==> config.mk <==
export PLATFORM = sky130hd
export DESIGN_NAME = sync_fifo_param_flat
export DESIGN_NICKNAME = d
export VERILOG_FILES = /design/src/rtl/sync_fifo_param_if.sv /design/src/rtl/sync_fifo_param.sv /design/src/flat_wrapper.sv
export SDC_FILE = /design/constraint.sdc
export NUM_CORES = 1
export LEC_CHECK = 0
export CAP_MARGIN = 20
export CORE_MARGIN = 5
export CORE_UTILIZATION = 50
export CTS_CLUSTER_DIAMETER = 60
export DETAILED_ROUTE_END_ITERATION = 10
export HOLD_SLACK_MARGIN = 0.03
export PLACE_DENSITY = 0.7
export SKIP_LAST_GASP = 1
export SYNTH_ARGS = -nofsm -noshare
export SYNTH_HDL_FRONTEND = slang
export SYNTH_SLANG_ARGS = --single-unit
==> constraint.sdc <==
create_clock -name clk -period 2.9 [get_ports clk]
set_input_delay 0.435 -clock clk [delete_from_list [all_inputs] [get_ports clk]]
set_output_delay 0.435 -clock clk [all_outputs]
set_load 0.005 [all_outputs]
==> src/rtl/sync_fifo_param_if.sv <==
// sync_fifo_param_if: producer/consumer bundle for the parametrised FIFO
interface sync_fifo_param_if #(
  parameter int DATA_W = 8,
  parameter int DEPTH  = 16
);
  localparam int AW = $clog2(DEPTH);
  logic              en;
  logic              clear;
  logic              push_in;
  logic              pop_in;
  logic [DATA_W-1:0] din;
  logic [AW:0]       af_th;
  logic [AW:0]       ae_th;
  logic [DATA_W-1:0] dout;
  logic [AW:0]       count;
  logic              empty;
  logic              full;
  logic              almost_full;
  logic              almost_empty;
  logic              overrun;
  logic              underrun;
  modport master (
    output en, clear, push_in, pop_in, din, af_th, ae_th,
    input  dout, count, empty, full, almost_full, almost_empty, overrun, underrun
  );
  modport slave (
    input  en, clear, push_in, pop_in, din, af_th, ae_th,
    output dout, count, empty, full, almost_full, almost_empty, overrun, underrun
  );
endinterface

==> src/rtl/sync_fifo_param.sv <==
// sync_fifo_param: circular-pointer FIFO with count, thresholds, flush and FWFT/registered read
module sync_fifo_param #(
  parameter int DATA_W = 8,
  parameter int DEPTH  = 16,
  parameter bit FWFT   = 1'b1
) (
  input logic               clk,
  input logic               rst_n,
  sync_fifo_param_if.slave  bus
);
  localparam int AW = $clog2(DEPTH);
  localparam logic [AW:0] FULL_CNT = (AW+1)'(DEPTH);
  logic [DATA_W-1:0] mem [DEPTH];
  logic [AW-1:0]     wr_ptr_q, wr_ptr_d, rd_ptr_q, rd_ptr_d;
  logic [AW:0]       count_q, count_d;
  logic              overrun_q, overrun_d, underrun_q, underrun_d;
  logic [DATA_W-1:0] dout_q, dout_d;
  logic              empty, full, pop_acc, push_acc;
  assign empty    = count_q == '0;
  assign full     = count_q == FULL_CNT;
  assign pop_acc  = bus.en & bus.pop_in & ~empty & ~bus.clear;
  assign push_acc = bus.en & bus.push_in & (~full | pop_acc) & ~bus.clear;
  always_comb begin
    wr_ptr_d   = bus.clear ? '0 : wr_ptr_q + AW'(push_acc);
    rd_ptr_d   = bus.clear ? '0 : rd_ptr_q + AW'(pop_acc);
    count_d    = bus.clear ? '0 : count_q + (AW+1)'(push_acc) - (AW+1)'(pop_acc);
    overrun_d  = bus.en & bus.push_in & ~push_acc & ~bus.clear;
    underrun_d = bus.en & bus.pop_in & empty & ~bus.clear;
    dout_d     = (!FWFT && pop_acc) ? mem[rd_ptr_q] : dout_q;
  end
  always_ff @(posedge clk or negedge rst_n) begin
    if (!rst_n) begin
      wr_ptr_q   <= '0;
      rd_ptr_q   <= '0;
      count_q    <= '0;
      overrun_q  <= 1'b0;
      underrun_q <= 1'b0;
      dout_q     <= '0;
    end else begin
      wr_ptr_q   <= wr_ptr_d;
      rd_ptr_q   <= rd_ptr_d;
      count_q    <= count_d;
      overrun_q  <= overrun_d;
      underrun_q <= underrun_d;
      dout_q     <= dout_d;
    end
  end
  // storage is deliberately left out of reset
  always_ff @(posedge clk) begin
    if (push_acc) mem[wr_ptr_q] <= bus.din;
  end
  assign bus.dout         = FWFT ? (empty ? '0 : mem[rd_ptr_q]) : dout_q;
  assign bus.count        = count_q;
  assign bus.empty        = empty;
  assign bus.full         = full;
  assign bus.almost_full  = count_q >= bus.af_th;
  assign bus.almost_empty = count_q <= bus.ae_th;
  assign bus.overrun      = overrun_q;
  assign bus.underrun     = underrun_q;
endmodule

==> src/flat_wrapper.sv <==
// flat-port wrapper written by rule: the top's interface ports become plain ports
module sync_fifo_param_flat 
#(
  parameter int DATA_W = 8,
  parameter int DEPTH  = 16,
  parameter bit FWFT   = 1'b1
)
  (clk, rst_n, bus_en, bus_clear, bus_push_in, bus_pop_in, bus_din, bus_af_th, bus_ae_th, bus_dout, bus_count, bus_empty, bus_full, bus_almost_full, bus_almost_empty, bus_overrun, bus_underrun);
  sync_fifo_param_if #(.DATA_W(DATA_W), .DEPTH(DEPTH)) bus_i ();
  input logic clk;
  input logic rst_n;
  input wire logic [$bits(bus_i.en)-1:0] bus_en;
  input wire logic [$bits(bus_i.clear)-1:0] bus_clear;
  input wire logic [$bits(bus_i.push_in)-1:0] bus_push_in;
  input wire logic [$bits(bus_i.pop_in)-1:0] bus_pop_in;
  input wire logic [$bits(bus_i.din)-1:0] bus_din;
  input wire logic [$bits(bus_i.af_th)-1:0] bus_af_th;
  input wire logic [$bits(bus_i.ae_th)-1:0] bus_ae_th;
  output wire logic [$bits(bus_i.dout)-1:0] bus_dout;
  output wire logic [$bits(bus_i.count)-1:0] bus_count;
  output wire logic [$bits(bus_i.empty)-1:0] bus_empty;
  output wire logic [$bits(bus_i.full)-1:0] bus_full;
  output wire logic [$bits(bus_i.almost_full)-1:0] bus_almost_full;
  output wire logic [$bits(bus_i.almost_empty)-1:0] bus_almost_empty;
  output wire logic [$bits(bus_i.overrun)-1:0] bus_overrun;
  output wire logic [$bits(bus_i.underrun)-1:0] bus_underrun;
  assign bus_i.en = bus_en;
  assign bus_i.clear = bus_clear;
  assign bus_i.push_in = bus_push_in;
  assign bus_i.pop_in = bus_pop_in;
  assign bus_i.din = bus_din;
  assign bus_i.af_th = bus_af_th;
  assign bus_i.ae_th = bus_ae_th;
  assign bus_dout = bus_i.dout;
  assign bus_count = bus_i.count;
  assign bus_empty = bus_i.empty;
  assign bus_full = bus_i.full;
  assign bus_almost_full = bus_i.almost_full;
  assign bus_almost_empty = bus_i.almost_empty;
  assign bus_overrun = bus_i.overrun;
  assign bus_underrun = bus_i.underrun;
  sync_fifo_param #(.DATA_W(DATA_W), .DEPTH(DEPTH), .FWFT(FWFT)) u_core (.clk(clk), .rst_n(rst_n), .bus(bus_i));
endmodule
Word-level counts from Yosys, hierarchy flattened
Memories as Yosys holds them, arrays and structs flattened.
Cells that the tools add are included.
Widths: inputs -> output; s select.
{"block": "classes", "addsub": 4, "n_mul": 0, "div_mod_pow": 0, "magnitude_cmp": 2, "n_eq_ne": 1, "n_shift": 0, "n_mux": 6, "bitwise": 15, "n_reduce_logical": 1}
{"operator": "$and 1x1->1", "n": 10}
{"operator": "$add 4x1->4", "n": 2}
{"operator": "$mux 4", "n": 2}
{"operator": "$mux 8", "n": 1}
{"operator": "$add 5x1->5", "n": 1}
{"operator": "$eq 5x5->1 const B", "n": 1}
{"operator": "$ge 5x5->1", "n": 1}
{"operator": "$le 5x5->1", "n": 1}
{"operator": "$logic_not 5->1", "n": 1}
{"operator": "$mux 5", "n": 1}
{"operator": "$sub 5x1->5", "n": 1}
{"operator": "$not 1->1", "n": 4}
{"operator": "$mux 1", "n": 2}
{"operator": "$or 1x1->1", "n": 1}
{"block": "totals", "regBits": 15, "latch_bits": 0, "ramBits": 128, "mem_bits_ro": 0, "input_bits": 24, "out_inout_bits": 19, "wordCells": 35, "n_memories": 1}
{"memory": "u_core.mem", "depth": 16, "word_bits": 8, "read_ports": 1, "rd_clocked_by_memory_dff": 0, "wr": 1, "line": "sync_fifo_param.sv:13", "source": "logic [DATA_W-1:0] mem [DEPTH];"}

Logic depth before layout (Yosys ltp)
{"block": "logic_depth", "depth_word": 10, "depth_mapped": 14, "mapped_depth_nobuf": 13}

Worst setup path before layout
No wires, ideal clock.
{"block": "synth_timing", "kind": "reg2reg", "startpoint": "register u_core.count_q[2] (netlist: u_core.bus.count[2])", "endpoint": "register u_core.count_q[4] (netlist: u_core.bus.count[4])", "setup_ns": 0.135, "arrival_ns": 2.544, "t_required_ns": 2.765, "setup_slack_ns": 0.220, "stages_incl_launch_ff": 15, "path_buffers": 1, "synth_period_minus_slack_ns": 2.680, "cell_sequence": "dfrtp_1 inv_1 ha_1 nor4b_1 buf_2 nor4_1 ha_1 inv_1 ha_1 inv_1 fa_1 nor2b_1 o21bai_1 a21oi_1 nor3b_1"}
{"block": "synth_via", "elab_chain_cells": 10, "word_cells_on_any_way": 12, "classes_between": "add/sub: 2; eq/ne: 1; mux: 1; bitwise: 7; reduce/logical: 1"}
{"item": "from (decl)", "line": "sync_fifo_param.sv:15", "source": "logic [AW:0] count_q, count_d;"}
{"item": "from (signal assigned)", "line": "sync_fifo_param.sv:42", "source": "count_q <= count_d;"}
{"item": "$logic_not 5->1 (*)", "line": "sync_fifo_param.sv:19", "source": "assign empty = count_q == '0;"}
{"item": "net bus_empty", "line": "flat_wrapper.sv:21", "source": "output wire logic [$bits(bus_i.empty)-1:0] bus_empty;"}
{"item": "$not 1->1 (*)", "line": "sync_fifo_param.sv:21", "source": "assign pop_acc = bus.en & bus.pop_in & ~empty & ~bus.clear;"}
{"item": "$and 1x1->1 (*) (2 in a row)", "line": "sync_fifo_param.sv:21"}
{"item": "$or 1x1->1", "line": "sync_fifo_param.sv:22", "source": "assign push_acc = bus.en & bus.push_in & (~full | pop_acc) & ~bus.clear;"}
{"item": "$and 1x1->1 (2 in a row)", "line": "sync_fifo_param.sv:22"}
{"item": "$add 5x1->5", "line": "sync_fifo_param.sv:26", "source": "count_d = bus.clear ? '0 : count_q + (AW+1)'(push_acc) - (AW+1)'(pop_acc);"}
{"item": "$sub 5x1->5 (*)", "line": "sync_fifo_param.sv:26"}
{"item": "$mux 5 (*)", "line": "sync_fifo_param.sv:26"}
{"item": "net u_core.count_d[4]", "line": "sync_fifo_param.sv:15"}
The timed path passes the listed nets; every way through them passes the cells marked *.

Worst setup path in the final report
{"block": "layout_timing", "startpoint": "register u_core.rd_ptr_q[0]", "endpoint": "output port bus_dout[6]"}
{"block": "layout_via", "elab_chain_cells": 2}
{"item": "from (decl)", "line": "sync_fifo_param.sv:14", "source": "logic [AW-1:0] wr_ptr_q, wr_ptr_d, rd_ptr_q, rd_ptr_d;"}
{"item": "from (signal assigned)", "line": "sync_fifo_param.sv:41", "source": "rd_ptr_q <= rd_ptr_d;"}
{"item": "$mem_v2 16x8"}
{"item": "$mux 8", "line": "sync_fifo_param.sv:52", "source": "assign bus.dout = FWFT ? (empty ? '0 : mem[rd_ptr_q]) : dout_q;"}
{"item": "to (decl)", "line": "flat_wrapper.sv:19", "source": "output wire logic [$bits(bus_i.dout)-1:0] bus_dout;"}
No other way between the ends.

==> results.txt <==
The critical path is of the reg -> out type. The core box area is 12000 sq um. Routability-driven placement finished with a final weighted congestion of 0.743. The post-route clock period utilization is 98.1%.

Of all cell types, the one taking the most synthesized area is sky130_fd_sc_hd__edfxtp_1. The synthesized area per cell is 19.3 sq um. Setup slack on the worst reg-to-reg path comes out at 150 ps. Global routing used 18.8% of the available tracks across all layers. The Yosys step of the flow raised 0 warnings. The post-DP HPWL came out at 7.84 mm. The reported leakage power came out at 2.65 nW. The clock-pin slew reported for the worst setup and hold paths after clock tree synthesis is 60 ps. The number of global-route vias before repair came out at 3312.

IR analysis of the VDD net gives a maximum drop of 0.462 mV. The netlist uses 33 different library cells. The number of diodes added for antenna fixing is 0. The site row count is 40. The hold buffer count at cts is 0. The die boundary width is 120 um. In the final routed layout, each cell accounts on average for 22.6 um. In this run the critical register-to-register path is launched from u_core.bus.count[2]. The top achievable clock speed is 351 MHz. The async set-reset flop share out of synthesis came out at 10.5%.

The clock tree skew after final layout came out at 6.28 ps. The number of instances in the synthesized netlist is 316. Synthesis inferred 143 register bits. The die area is 14500 sq um.

The final period demand of the worst path is 2850 ps. Dividing total power by cell area gives a power density of 698 nW/um^2. The kind of start point of the critical path is a register.

The maximum count of clock buffers along a single path came out at 2. The largest net degree at the start of global routing is 19. In this run the clock root is driven by a sky130_fd_sc_hd__clkbuf_16. From synthesis to final layout, the design area changed by 23.1%. Yosys mapped a number of flops with a built-in enable equal to 128. The initial utilization of the core area, before any placement, comes to 50.9%.

Final hold analysis gives a worst-case slack of 438 ps. The net count after synthesis came out at 361. The capture point of the worst path is bus_dout[6]. The layout net count came out at 447. The design draws 0.00523 W. The post-detailed-routing wire length came out at 12.7 mm. The CTS buffer count came out at 17. The number of failing hold endpoints at the final stage is 0. Across all layers, the routed design uses 3160 vias.

STA classifies the critical path endpoint as a primary output. The mapped cell area is 6090 sq um. The number of placed I/O pins is 43.

The die span in y is 120 um. The area of placed instances is 6840 sq um. The CTS tree is built. The post-layout instance area is 7500 sq um. The launching element of the worst setup path is u_core.rd_ptr_q[0]. In this run the worst hold path is classified as in -> async. The arrival time of the worst setup path is 2410 ps. The clock latency on the worst-skew pair is 410 ps.

The number of failing setup endpoints in the final timing report came out at 0. The flow ran to the end, and the final reports show no timing, DRC or antenna violations. The worst endpoint required time is 2470 ps. The number of iterations in the first detailed-routing pass came out at 4. The H-tree depth is 4. The count of nets left with antenna violations after detail routing came out at 0. For this block, the initial DRC count from the detailed router was 285. The sink count of the clock tree is 143. In the synthesized netlist the dominant register cell turns out to be sky130_fd_sc_hd__edfxtp_1.

The final-report max-slew violation count came out at 0. The endpoint identified for the worst register-to-register timing path is u_core.bus.count[4]. At the pin with the least slew margin, the transition time is 690 ps. The number of max-cap violations came out at 0. After detailed routing, the number of remaining DRC violations is 0. The fraction of layout cells with a size suffix above 1 came out at 28.0%.

Along the worst path, the maximum fanout reaches 6. The count of input and output buffers is 42. The fraction of the yosys area taken by sequential cells came out at 69.3%. The global-route wire length before repair came out at 19.5 mm.

The cell count of the worst reg-to-reg path came out at 13. Setup repair after global routing could not meet its margin everywhere. The residual overflow from global routing came out at 0. By area the synthesized netlist is led by sky130_fd_sc_hd__edfxtp_1, sky130_fd_sc_hd__mux4_2, sky130_fd_sc_hd__dfrtp_1. The remaining max-slew budget at the tightest pin is 53.9%. The initial antenna violation count was 0. The share of the synthesized area in the top cell type came out at 63.1%.

The average vias per placed instance is 5.63.
## metal layers
| metal | vias to the layer above | track usage, % | routed length (um) |
|---|---|---|---|
| met5 | - | 0 | 0 |
| met4 | 0 | 5.88 | 201 |
| met3 | 20 | 5.75 | 928 |
| met2 | 117 | 29.2 | 6290 |
| met1 | 1603 | 25.8 | 5240 |
| li1 | 1420 | - | - |
## power by group
part | leakage [nW] | total [W] | internal, W | switching (W)
combinational | 1.03 | 0.000881 | 0.000482 | 0.000398
clock | 0.266 | 0.00203 | 0.00124 | 0.000787
sequential | 1.35 | 0.00232 | 0.00228 | 0.0000430
total | 2.65 | 0.00523 | 0.00401 | 0.00123
## critical path, cell delays in order (launching register included)
cell and delay (ps):
sky130_fd_sc_hd__dfrtp_2 420, sky130_fd_sc_hd__buf_6 140, sky130_fd_sc_hd__buf_12 130, sky130_fd_sc_hd__mux4_2 520, sky130_fd_sc_hd__mux4_2 480, sky130_fd_sc_hd__nor2b_2 170, sky130_fd_sc_hd__buf_2 130
## kinds of logic after synthesis
kind of cell / Yosys count / synth area share [%]
DFF: 143 / 69.3
and+or+nand+nor: 62 / 5.51
muxes: 41 / 15.7
buffers and inverters: 31 / 2.98
adders and majority gates: 21 / 4.44
AOI/OAI and AO/OA: 12 / 1.19
xor gates and xnor gates: 6 / 0.863
## stage by stage
| step | util (%) | TNS, ps | setup WS [ps] | cells |
|---|---|---|---|---|
| 3_3_place_gp | 57.2 | 0 | 52.7 | 523 |
| 5_1_grt | 62.7 | -163 | -72.3 | 561 |
| 2_1_floorplan | - | 0 | 220 | 316 |
| 3_5_place_dp | 57.2 | -72.3 | -72.3 | 523 |
| 6_report | 62.7 | 0 | 55.0 | 561 |
| 4_1_cts | 62.8 | -95.5 | -47.9 | 562 |
## worst min path at each step
| stage | from | end | slack [ps] | cells past startpoint |
|---|---|---|---|---|
| floorplan | rst_n | u_core.bus.count[0] | 140 | 0 |
| global placement | u_core.wr_ptr_q[2] | u_core.wr_ptr_q[2] | 610 | 2 |
| detailed placement | u_core.wr_ptr_q[2] | u_core.wr_ptr_q[2] | 620 | 2 |
| CTS | rst_n | u_core.bus.count[0] | 440 | 1 |
| global route | rst_n | u_core.bus.count[0] | 490 | 1 |
| finish | rst_n | u_core.bus.count[0] | 440 | 1 |
## what timing repair did
| item | CTS | global route |
|---|---|---|
| cloned | 3 | 1 |
| resized for setup | 41 | 8 |
| endpoints found under the setup margin | 8 | 9 |
| setup buffers | 5 | 0 |
| pin swaps | 0 | 0 |
## cell usage in the layout (no fill, tap or decap), types with 3 or more instances in the layout
cell type / instances
sky130_fd_sc_hd__a21o_1: 3
sky130_fd_sc_hd__clkbuf_16: 18
sky130_fd_sc_hd__nand2_1: 4
sky130_fd_sc_hd__xnor2_1: 3
sky130_fd_sc_hd__mux4_2: 35
sky130_fd_sc_hd__inv_1: 18
sky130_fd_sc_hd__clkdlybuf4s50_1: 34
sky130_fd_sc_hd__nor3_1: 5
sky130_fd_sc_hd__buf_12: 4
sky130_fd_sc_hd__clkinv_2: 5
sky130_fd_sc_hd__a21oi_1: 5
sky130_fd_sc_hd__dfrtp_1: 14
sky130_fd_sc_hd__nand3_1: 4
sky130_fd_sc_hd__nor2_1: 21
sky130_fd_sc_hd__buf_4: 29
sky130_fd_sc_hd__ha_1: 20
sky130_fd_sc_hd__buf_2: 6
sky130_fd_sc_hd__nand2b_1: 3
sky130_fd_sc_hd__mux4_1: 5
sky130_fd_sc_hd__xor2_1: 3
sky130_fd_sc_hd__nor2b_1: 12
sky130_fd_sc_hd__edfxtp_1: 128
sky130_fd_sc_hd__nand3b_1: 3
sky130_fd_sc_hd__clkinvlp_4: 3
sky130_fd_sc_hd__nor2b_4: 3
## Yosys cell counts, types with 4 or more instances
library cell / instances
sky130_fd_sc_hd__nor2b_1: 15
sky130_fd_sc_hd__nand3_1: 4
sky130_fd_sc_hd__a21oi_1: 5
sky130_fd_sc_hd__mux4_1: 12
sky130_fd_sc_hd__dfrtp_1: 15
sky130_fd_sc_hd__buf_2: 4
sky130_fd_sc_hd__inv_1: 18
sky130_fd_sc_hd__mux4_2: 28
sky130_fd_sc_hd__nand2_1: 4
sky130_fd_sc_hd__nor2_1: 21
sky130_fd_sc_hd__nor3_1: 5
sky130_fd_sc_hd__edfxtp_1: 128
sky130_fd_sc_hd__ha_1: 20
## flip-flops by register name, indices dropped and copies added, names as in the netlist
register,count
u_core.bus.underrun,1
u_core.wr_ptr_q,4
u_core.bus.overrun,1
u_core.mem,128
u_core.bus.count,5
u_core.rd_ptr_q,4
## area by class of cell
type,count,area (sq um)
Clock buffer,18,429
Clock inverter,13,124
Fill cell,815,4470
Inverter,18,67.6
Multi-Input combinational cell,142,1690
Sequential cell,143,4220
Tap cell,147,184
Timing Repair Buffer,80,781
(Power assumes the default switching activity.)
